===== config.mk =====
export PLATFORM = sky130hd
export DESIGN_NAME = trig_updown_counter
export DESIGN_NICKNAME = d
export VERILOG_FILES = /design/src/rtl/trig_counter_pkg.sv /design/src/rtl/tick_gen.sv /design/src/rtl/trig_updown_counter.sv
export SDC_FILE = /design/constraint.sdc
export NUM_CORES = 1
export LEC_CHECK = 0
export CORE_AREA = 2 2 149 151
export DETAILED_ROUTE_END_ITERATION = 6
export DIE_AREA = 0 0 151 153
export PLACE_DENSITY = 0.63
export SLEW_MARGIN = 40
export SYNTH_ARGS = -nofsm -noshare
export SYNTH_HDL_FRONTEND = slang
export SYNTH_SLANG_ARGS = --single-unit

===== constraint.sdc =====
create_clock -name sys_clk -period 3.7 [get_ports sys_clk]
set_input_delay 1.11 -clock sys_clk [delete_from_list [all_inputs] [get_ports sys_clk]]
set_output_delay 1.11 -clock sys_clk [all_outputs]
set_load 0.02 [all_outputs]

===== src/rtl/trig_counter_pkg.sv =====
// trig_counter_pkg
//   Shared definitions for the host-controlled up/down counter:
//   run-state encoding, bit positions inside the `flags` WireOut word,
//   bit positions of the triggers on the TriggerIn endpoint, and the
//   32-bit step helper (wrap or saturate, with overflow/underflow report).
package trig_counter_pkg;

    localparam int CNT_W = 32;

    typedef enum logic {
        ST_IDLE = 1'b0,
        ST_RUN  = 1'b1
    } state_e;

    // Bit positions inside the 16-bit flags word.
    localparam int FLAG_UNF    = 0;
    localparam int FLAG_OVF    = 1;
    localparam int FLAG_SEQ_LO = 2;
    localparam int FLAG_SEQ_HI = 3;

    // Bit positions of the triggers on the TriggerIn endpoint.
    localparam int TRIG_CLEAR = 0;
    localparam int TRIG_UP    = 1;
    localparam int TRIG_DOWN  = 2;
    localparam int TRIG_RUN   = 3;
    localparam int TRIG_STOP  = 4;
    localparam int TRIG_SNAP  = 5;

    typedef struct packed {
        logic [CNT_W-1:0] value;
        logic             ovf;
        logic             unf;
    } step_t;

    // One unsigned step.
    // Stepping past either end of the range always reports the event.
    // In saturate mode the value stays put at the end of the range.
    function automatic step_t count_step(input logic [CNT_W-1:0] value,
                                         input logic             down,
                                         input logic             sat);
        step_t r;
        r.value = value;
        r.ovf   = 1'b0;
        r.unf   = 1'b0;
        if (!down) begin
            if (value == '1) begin
                r.ovf   = 1'b1;
                r.value = sat ? value : '0;
            end else begin
                r.value = value + CNT_W'(1);
            end
        end else begin
            if (value == '0) begin
                r.unf   = 1'b1;
                r.value = sat ? value : '1;
            end else begin
                r.value = value - CNT_W'(1);
            end
        end
        return r;
    endfunction

endpackage


===== src/rtl/tick_gen.sv =====
// tick_gen
//   Prescaler for the free-running mode. A 32-bit down-counter that emits
//   `tick` in every enabled cycle in which it reads zero, then reloads
//   `prescale`, so ticks come every prescale+1 cycles.
// Ports:
//   sys_clk   clock
//   reset     synchronous, active-high; counter returns to 0
//   en        counting enabled (counter is in RUN)
//   reload    force a reload of `prescale` (run entry, clear)
//   prescale  reload value, sampled only when reloading
//   tick      combinational strobe: en && counter == 0
module tick_gen (
    input  logic        sys_clk,
    input  logic        reset,
    input  logic        en,
    input  logic        reload,
    input  logic [31:0] prescale,
    output logic        tick
);

    logic [31:0] cnt_q, cnt_d;

    assign tick = en && (cnt_q == '0);

    always_comb begin
        // NOTE: assign a default before any branch so every path drives cnt_d; otherwise a latch is inferred.
        cnt_d = cnt_q;
        if (reload || tick) begin
            cnt_d = prescale;
        end else if (en) begin
            cnt_d = cnt_q - 32'd1;
        end
    end

    // NOTE: sequential state uses non-blocking (<=) so every register samples pre-edge values.
    always_ff @(posedge sys_clk) begin
        if (reset) begin
            cnt_q <= '0;
        end else begin
            cnt_q <= cnt_d;
        end
    end

endmodule


===== src/rtl/trig_updown_counter.sv =====
// trig_updown_counter
//   Host-controlled 32-bit up/down counter. It takes one-cycle trigger
//   pulses and WireIn levels, and it drives a live count, a coherent
//   16+16 snapshot, sticky flags and an LED activity strobe. There is also
//   a free-running RUN mode, whose step rate the prescaler sets.
// Ports:
//   sys_clk, reset              clock; synchronous active-high reset
//   trig_clear/up/down          zero+clear flags+stop / manual +1 / manual -1
//   trig_run/stop               enter RUN / enter IDLE (stop wins)
//   trig_snap                   capture pre-update count into snapshot
//   direction, sat_mode         RUN direction (1 = down); 1 = saturate
//   prescale                    RUN steps once every prescale+1 cycles
//   count, snap_lo, snap_hi     live count and snapshot halves
//   flags                       {12'd0, snap_seq[1:0], ovf, unf}
//   running, act                in RUN; activity stretch non-zero
module trig_updown_counter
    import trig_counter_pkg::*;
#(
    parameter int ACT_W = 22
) (
    input  logic        sys_clk,
    input  logic        reset,
    input  logic        trig_clear,
    input  logic        trig_up,
    input  logic        trig_down,
    input  logic        trig_run,
    input  logic        trig_stop,
    input  logic        trig_snap,
    input  logic        direction,
    input  logic        sat_mode,
    input  logic [31:0] prescale,
    output logic [31:0] count,
    output logic [15:0] snap_lo,
    output logic [15:0] snap_hi,
    output logic [15:0] flags,
    output logic        running,
    output logic        act
);

    state_e           state_q, state_d;
    logic [CNT_W-1:0] count_q, count_d;
    logic [CNT_W-1:0] snap_q,  snap_d;
    logic [1:0]       seq_q,   seq_d;
    logic             ovf_q,   ovf_d;
    logic             unf_q,   unf_d;
    logic [ACT_W-1:0] stretch_q, stretch_d;
    logic             act_q,   act_d;

    logic  tick;
    logic  reload;
    logic  manual_up, manual_dn;
    logic  do_step, step_down;
    step_t step_res;

    // The prescaler counts only in RUN. It restarts on entry to RUN and on
    // clear. A tick reloads it inside tick_gen, so a tick that a manual
    // step swallows still restarts the period.
    tick_gen u_tick_gen (
        .sys_clk  (sys_clk),
        .reset    (reset),
        .en       (state_q == ST_RUN),
        .reload   (reload),
        .prescale (prescale),
        .tick     (tick)
    );

    always_comb begin
        state_d = state_q;
        if (state_q == ST_RUN) begin
            if (trig_stop || trig_clear) state_d = ST_IDLE;
        end else if (trig_run && !trig_stop && !trig_clear) begin
            state_d = ST_RUN;
        end
        reload = trig_clear || ((state_q == ST_IDLE) && (state_d == ST_RUN));

        // Up and down together cancel as a manual step, so a pending tick
        // still gets applied in that cycle.
        manual_up = trig_up && !trig_down;
        manual_dn = trig_down && !trig_up;
        do_step   = 1'b0;
        step_down = direction;
        if (manual_up || manual_dn) begin
            do_step   = 1'b1;
            step_down = manual_dn;
        end else if (tick) begin
            do_step = 1'b1;
        end
        step_res = count_step(count_q, step_down, sat_mode);

        count_d = count_q;
        ovf_d   = ovf_q;
        unf_d   = unf_q;
        if (trig_clear) begin
            count_d = '0;
            ovf_d   = 1'b0;
            unf_d   = 1'b0;
        end else if (do_step) begin
            count_d = step_res.value;
            ovf_d   = ovf_q | step_res.ovf;
            unf_d   = unf_q | step_res.unf;
        end

        // The snapshot takes the count as it was at the start of the cycle,
        // so a capture together with clear still returns the old value.
        snap_d = snap_q;
        seq_d  = seq_q;
        if (trig_snap) begin
            snap_d = count_q;
            seq_d  = seq_q + 2'd1;
        end

        // Only a real change of value reloads the stretch. A saturated
        // step that holds the count leaves the LED alone.
        if (count_d != count_q) begin
            stretch_d = '1;
        end else if (stretch_q != '0) begin
            stretch_d = stretch_q - ACT_W'(1);
        end else begin
            stretch_d = stretch_q;
        end
        act_d = (stretch_q != '0);
    end

    always_ff @(posedge sys_clk) begin
        if (reset) begin
            state_q   <= ST_IDLE;
            count_q   <= '0;
            snap_q    <= '0;
            seq_q     <= '0;
            ovf_q     <= 1'b0;
            unf_q     <= 1'b0;
            stretch_q <= '0;
            act_q     <= 1'b0;
        end else begin
            state_q   <= state_d;
            count_q   <= count_d;
            snap_q    <= snap_d;
            seq_q     <= seq_d;
            ovf_q     <= ovf_d;
            unf_q     <= unf_d;
            stretch_q <= stretch_d;
            act_q     <= act_d;
        end
    end

    always_comb begin
        flags                          = '0;
        flags[FLAG_UNF]                = unf_q;
        flags[FLAG_OVF]                = ovf_q;
        flags[FLAG_SEQ_HI:FLAG_SEQ_LO] = seq_q;
    end

    assign count   = count_q;
    assign snap_lo = snap_q[15:0];
    assign snap_hi = snap_q[31:16];
    assign running = (state_q == ST_RUN);
    assign act     = act_q;

endmodule


==> results.md, run 1 <==
* Total Power at 5108 uW
* Cell taking the most area after synthesis: dfxtp_1
* Final Max Tran Viols at 0
* Worst-path fanout max at 8
* H-Tree Depth at 4
* HP Class: reg2reg
* Chip Width at between 150 and 200 um
* Hold Slack at 0.4898 ns
* CTS max path bufs at 2
* DP Cell Count at 1618
* Die ar. at 23100 sq um
* Fillers at 2093
* Hpwl dp at 26580 um
* Failing checks: design-rule violations
* FF-to-FF Start: count[5]
* First-pass GRT wire length at 54970 um
* XOR/XNOR Fraction of Synth Area at 3.950%
* Final worst clock skew at between 0.01 and 0.015 ns
* Clock root cell: clkbuf_16
* Final Util at 56.00%
* Non-filler cells, final at 1665
* Yosys reg bits at 124
* Min-delay src: snap_q[3]
* Post-synth ARST share at 0%
* IO buf count at approximately 110
* Vias/cell at 5.957
* R2r setup slk at 0.10 ns
* Routability Congestion at 1.009
* Synth Area in Compound Gates at between 20% and 30%
* Fmax at ~280 MHz
* Final setup fails at 0
* Cell variety after synth at 79
* Synth Flop Type: dfxtp_1
* 1st-pass router iterations at 7
* Syn Area/Cell at between 7 and 8 sq um
* Later-pin clock latency in the skew report at 0.43 ns
* R2R depth at 11
* Hold Path Depth at 2
* Vias after detailed routing at 9919
* Synth top area share at ~29%
* Reg clk slew, reported paths at about 0.07 ns
* Max_slew headroom at about half
* Final hold viol count at 0
* Critical Path RT at slightly below 4 ns
* DRC at 3
* Simple-gate share of the synthesized area at 28.05%
* Layout area overhead at 42.81%
* Total core area at 21490 sq um
* Final #Nets at 1421
* CTS Buf Count at 17
* Final ANT Viol Nets at 0
* Register area at between 2000 and 2500 sq um
* WL/cell at 21.46 um
* LEAKAGE at 0.004597 uW
* Sequential element share of the synthesized area at 29.46%
* CTS tree: yes
* Status: complete, but fails checks
* Initial antenna violation count at 1
* Vias in the first global route at 9397
* Post-Synthesis Cells at 1112
* Final Cycle Share at 97.61%
* Largest net degree at the start of global routing at 86
* Multi-input logic area at around 5600 sq um
* Synth warn at 0
* Gr usage total at ~31%
* Startpoint Class: primary input
* Hold Crit Endpoint: snap_q[3]
* Kind of critical path: in2reg
* Crit path arrival time at 3.89 ns
* Share of cells above drive strength 1 at between 20% and 30%
* CTS Sinks at between 100 and 150
* Wirelength, routed at 35730 um
* Site row count at 54
* Post-synth EDFFs at 0
* Hold_buf cts at 0
* Max Cap Violations at 0
* ANT cells at 0
* CP Capture Type: flip-flop
* Combinational family with the most area after synthesis: simple AND/OR/NAND/NOR gates
* I/O pin total at 124
* Peak supply drop at 0.0003191 V
* Post-synth design cell area at 8426 sq um
* Adder-Cell Fraction of Synth Area at 0.8910%
* Gr ovfl total at 0
* Slew @ Worst Pin at approximately 0.76 ns
* Die Span Y at roughly 150 um
* Ranking of synthesized cells by area: dfxtp_1 (29%), nor2_1 (6.7%), a21oi_1 (3.9%), mux2i_1 (3.9%), a41oi_2 (3.9%)
* Multiplexer area fraction after synthesis at 4.366%
* Fin crit period at ~3.6 ns
* Initial Util at 39.22%
* Iter 0 DRT Violations at roughly 940
* R2R Path End: stretch_q[19]
* Pwr dens at 424.5 nW/um^2
## cells in the final DEF (no fill, tap or decap), types with 6 or more instances in the layout
master,n
mux2i_1,32
nand2b_1,7
a21oi_1,63
nor2_1,148
o211ai_1,10
and3_1,10
buf_4,216
nor4_1,34
a22oi_1,12
dfxtp_1,121
or2_2,6
xnor2_1,20
or4_1,12
buf_12,8
and2_1,6
nor3b_1,7
buf_6,7
inv_6,6
nand4_1,25
nand2_1,82
a41oi_2,20
a211oi_1,29
xor2_1,18
nor3_1,47
clkbuf_16,17
or3_1,19
conb_1,12
o22ai_1,9
inv_1,13
o31ai_1,7
clkdlybuf4s50_1,106
nand3_1,38
a31oi_1,16
o21ai_0,60
## cells by family (layout without fill, tap and decap cells)
family,after synthesis,count (layout)
muxes,36,36
buffers and inverters,130,392
DFF,124,124
xor gates and xnor gates,38,38
other,1,12
AOI/OAI and AO/OA,302,302
adders and majority gates,6,6
and+or+nand+nor,475,475
## metrics by stage
stage	instance area [sq um]	worst slack, ns	TNS (ns)
2_1_floorplan	8481	0.01428	0
3_3_place_gp	11130	-0.7138	-15.62
3_5_place_dp	11130	-0.7954	-17.45
4_1_cts	11940	0.007944	0
5_1_grt	12030	-0.001834	-0.001834
6_report	12030	0.08838	0
## metal layers
layer | GRT usage, % | wire length [um]
met2 | 46.93 | 15960
met3 | 5.701 | 2622
met4 | 11.39 | 1093
met5 | 0 | 11
met1 | 43.56 | 16050
## power breakdown
part	internal, uW	leakage (uW)	switching [uW]
logic	901	0.00333	1100
clock network	866	0.000251	737
registers	1420	0.00102	83.2
total	3190	0.00460	1920
## worst max-delay path by stage
stage | start | to | slack (ns) | cells past startpoint
final | trig_down | stretch_q[19] | 0.09 | 13
after global routing | count[5] | stretch_q[19] | -0.002 | 11
after CTS | count[1] | stretch_q[15] | 0.008 | 14
after detailed placement | trig_up | stretch_q[1] | -0.80 | 12
after global placement | trig_up | stretch_q[6] | -0.71 | 12
after floorplan | trig_up | stretch_q[12] | 0.01 | 13
## sequential cells by signal, summed over array words and instances (netlist names)
name              cells
u_tick_gen.cnt_q     32
unf_q                 1
running               1
act                   1
ovf_q                 1
seq_q                 2
snap_q               32
stretch_q            22
count                32
## timing repair
action                                  4_1_cts  5_1_grt
cloned                                        2        0
buffers inserted                             10        5
gates resized for setup                      27       22
pin swaps                                    14       11
endpoints found under the setup margin       22       22
## area by class of cell
class	count	area share (%)
timing repair buffer	344	25.19
multi-input combinational	869	46.24
sequential	124	20.66
clock inverter	14	0.9254
inverter	17	0.5303
tap	280	2.912
clock buffer	17	3.535
## cells in the mapped netlist (6+ instances only)
cell	number
clkbuf_1	75
o2111ai_1	6
and3_1	11
buf_6	6
buf_1	6
o22ai_1	9
and2_1	6
xor2_1	18
o211ai_1	10
o21ai_0	60
a32oi_1	6
o31ai_1	7
or2_2	6
a41oi_2	20
a31oi_1	17
nand2_1	82
a22oi_1	13
ha_1	6
nand4_1	25
a211oi_1	29
nor3_1	50
or3_1	20
nor4_1	35
buf_2	10
mux2i_1	33
buf_4	15
nand3_1	38
a21oi_1	66
dfxtp_1	124
or4_1	13
nand2b_1	7
nor3b_1	8
inv_1	17
xnor2_1	20
nor2_1	151
## worst max-delay path, stage by stage
cell and delay (ns):
dlygate4sd2_1 0.26, ha_4 0.31, mux2_4 0.39, buf_8 0.17, a32oi_4 0.18, a22oi_2 0.10, a211oi_2 0.23, a31oi_1 0.13
nor4b_1 0.31, o2111a_2 0.36, buf_12 0.13, buf_16 0.12, a41oi_2 0.08
(Power assumes the default switching activity.)
==> inputs of run 2 (changes only) <==
- PLACE_DENSITY: 0.63 -> 0.61
- RECOVER_POWER: not set -> 50
- clock period: 3.7 -> 4.1 ns (I/O delays scaled with it)
==> run 2 against run 1 <==
Against the previous run:
- the flow finishes with violations (max-capacitance violations, max-slew violations)
- first-iteration DRC count fell by 5.1%
- flip-flop and latch count did not move
- design area fell by 4.7%
- clock skew barely moved
- largest cell class unchanged
==> results.md, run 2 (synthesis results as in run 1) <==
* Status: complete, but fails checks (unchanged)
* Routability Congestion at 0.9846 (was 1.009)
* ANT cells at 0 (unchanged)
* Peak supply drop at 0.0002632 V (was 0.0003191 V)
* Hpwl dp at 24620 um (was 26580 um)
* Gr usage total at 29.06% (was 30.94%)
* Failing checks: max-capacitance violations, max-slew violations (was design-rule violations)
* Chip Width at 151 um (unchanged)
* Total Power at 4493 uW (was 5108 uW)
* Critical path's top delay family: buffers and inverters (was compound AO/OA/AOI/OAI gates)
* Final hold viol count at 0 (unchanged)
* Vias in the first global route at 8969 (was 9397)
* CTS tree: yes (unchanged)
* RSZ-0062 raised after global routing: no
* Critical path cell sequence: clkdlybuf4s50_1 > inv_1 > ha_4 > buf_4 > mux2i_4 > buf_4 > nor2_1 > a21oi_2 > a22oi_1 > a211oi_2 > a31oi_1 > nor4b_1 > o2111a_2 > clkbuf_16 > a41oi_2 (was dlygate4sd2_1 > ha_4 > mux2_4 > buf_8 > a32oi_4 > a22oi_2 > a211oi_2 > a31oi_1 > nor4b_1 > o2111a_2 > buf_12 > buf_16 > a41oi_2)
* First-pass GRT wire length at 52240 um (was 54970 um)
* Clock root cell: clkbuf_16 (unchanged)
* H-Tree Depth at 4 (unchanged)
* Wirelength, routed at 33870 um (was 35730 um)
* Pwr dens at 391.6 nW/um^2 (was 424.5 nW/um^2)
* Final Cycle Share at 98.22%
* Final Util at 53.40% (was 56.00%)
* Crit path from: trig_up (was trig_down)
* Slowest stage delay, CP at 0.47 ns (was 0.39 ns)
* Reg clk slew, reported paths at 0.06 ns (was 0.07 ns)
* Final ANT Viol Nets at 0 (unchanged)
* CTS Sinks at 124 (unchanged)
* DP Cell Count at 1572 (was 1618)
* Crit path arrival time at 4.31 ns (was 3.89 ns)
* Iter 0 DRT Violations at 890 (was 938)
* Die Span Y at 153 um (unchanged)
* 1st-pass router iterations at 6 (was 7)
* Final Max Tran Viols at 28 (was 0)
* WP buf/inv at 5 (was 4)
* Worst-path fanout max at 6 (was 8)
* Most frequent cells in the layout: buf_4 (167), nor2_1 (151), dfxtp_1 (124), nand2_1 (82), a21oi_1 (64) (was buf_4 (216), nor2_1 (148), dfxtp_1 (121), clkdlybuf4s50_1 (106), nand2_1 (82))
* WL/cell at 21.02 um (was 21.46 um)
* Vias/cell at 5.971 (was 5.957)
* R2R Path End: stretch_q[20] (was stretch_q[19])
* Non-filler cells, final at 1611 (was 1665)
* Critical Path RT at 4.38 ns (was 3.98 ns)
* Worst Setup EP: stretch_q[20] (was stretch_q[19])
* Total core area at 21490 sq um (unchanged)
* Gr ovfl total at 0 (unchanged)
* Kind of critical path: in2reg (unchanged)
* Crit-path slowest cell: clkdlybuf4s50_1 (was mux2_4)
* R2R depth at 11 (unchanged)
* Share of cells above drive strength 1 at 19.16% (was 24.33%)
* Startpoint Class: primary input (unchanged)
* Final setup fails at 0 (unchanged)
* Vias after detailed routing at 9620 (was 9919)
* Most used cell, CP: buf_4
* Fmax at 248.3 MHz
* LEAKAGE at 0.004424 uW (was 0.004597 uW)
* Largest net degree at the start of global routing at 52 (was 86)
* Hold_buf cts at 0 (unchanged)
* Initial antenna violation count at 0 (was 1)
* Post-DP Area at 10780 sq um (was 11130 sq um)
* Max_slew headroom at -39.18% (was 49.30%)
* IO buf count at 111 (unchanged)
* Crit. path cell count at 15 (was 13)
* CTS max path bufs at 2 (unchanged)
* Commonest non-fill, non-tap cell in the layout: buf_4 (unchanged)
* Slew @ Worst Pin at 2.088 ns (was 0.7604 ns)
* Fin crit period at about 4.0 ns
* FF-to-FF Start: count[5] (unchanged)
* Max Cap Violations at 1 (was 0)
* DRC at 0 (was 3)
* Final #Nets at 1366 (was 1421)
* Later-pin clock latency in the skew report at 0.43 ns (about the same)
* Final instance area at 11470 sq um (was 12030 sq um)
* Layout area overhead at 36.16% (was 42.81%)
* Multi-input logic area at 5460 sq um (was 5564 sq um)
* HP Class: reg2reg (unchanged)
* Register area at 2482 sq um (was 2486 sq um)
* Die ar. at 23100 sq um (unchanged)
* I/O pin total at 124 (unchanged)
* CP Capture Type: flip-flop (unchanged)
* Site row count at 54 (unchanged)
* Final worst clock skew at 0.01313 ns (was 0.01264 ns)
* Initial Util at 39.22% (unchanged)
* Post-route setup TNS at 0 ns (unchanged)
* Fillers at 2051 (was 2093)
* CTS Buf Count at 17 (unchanged)
* R2r setup slk at 0.24 ns (was 0.10 ns)
-- run 2: changes by cell type in the layout (fill, tap and decap cells not counted), moves of 4 or more --
cell,change
clkdlybuf4s50_1,-44
inv_1,+4
buf_4,-49
buf_6,-6
dlygate4sd3_1,+47
clkbuf_1,+5
inv_2,-4
-- run 2: how the worst min path moves through the flow --
stage	cells after the start	slack (ns)	startpoint	to
after floorplan	2	0.44	ovf_q	ovf_q
after global placement	2	0.47	unf_q	unf_q
after detailed placement	2	0.47	unf_q	unf_q
after CTS	2	0.49	ovf_q	ovf_q
after global routing	2	0.52	snap_q[10]	snap_q[10]
final	2	0.48	ovf_q	ovf_q
-- run 2: stage by stage --
step,hold WS (ns),worst slack [ns]
final,0.4787,0.07285
after global routing,0.5216,0.005942
after CTS,0.4879,0.08197
after detailed placement,0.4712,-0.5157
after global placement,0.4709,-0.5260
after floorplan,0.4380,0.01869
-- run 2: layer usage --
layer  track usage [%]  share of wire [%]  vias to the layer above
met5                 0                  0                        -
met4             11.75                4.4                        0
met3             5.672                7.5                       90
met2             45.91                 45                      464
met1             38.76                 43                     4520
li1                  -                  -                     4546
-- run 2: cell type report --
cell class | instances | share of cell area, %
Inverter | 17 | 0.5562
Multi-Input combinational cell | 869 | 47.59
Sequential cell | 124 | 21.64
Timing Repair Buffer | 289 | 22.15
Tap cell | 280 | 3.054
Clock inverter | 13 | 1.145
Clock buffer | 19 | 3.861
-- run 2: power breakdown --
part           internal (uW)  switching (uW)
Combinational            695             927
Sequential              1280            79.4
Clock                    864             646
-- run 2: timing repair --
item	4_1_cts	5_1_grt
cloned	0	3
resized for setup	0	6
buffers inserted	4	0
pin swaps	0	5
endpoints found under the setup margin	22	22
-- run 2: worst min-delay path, stage by stage, from the launching register on --
cell and delay [ns]:
dfxtp_1 0.33, a31oi_1 0.05, nor2_1 0.07
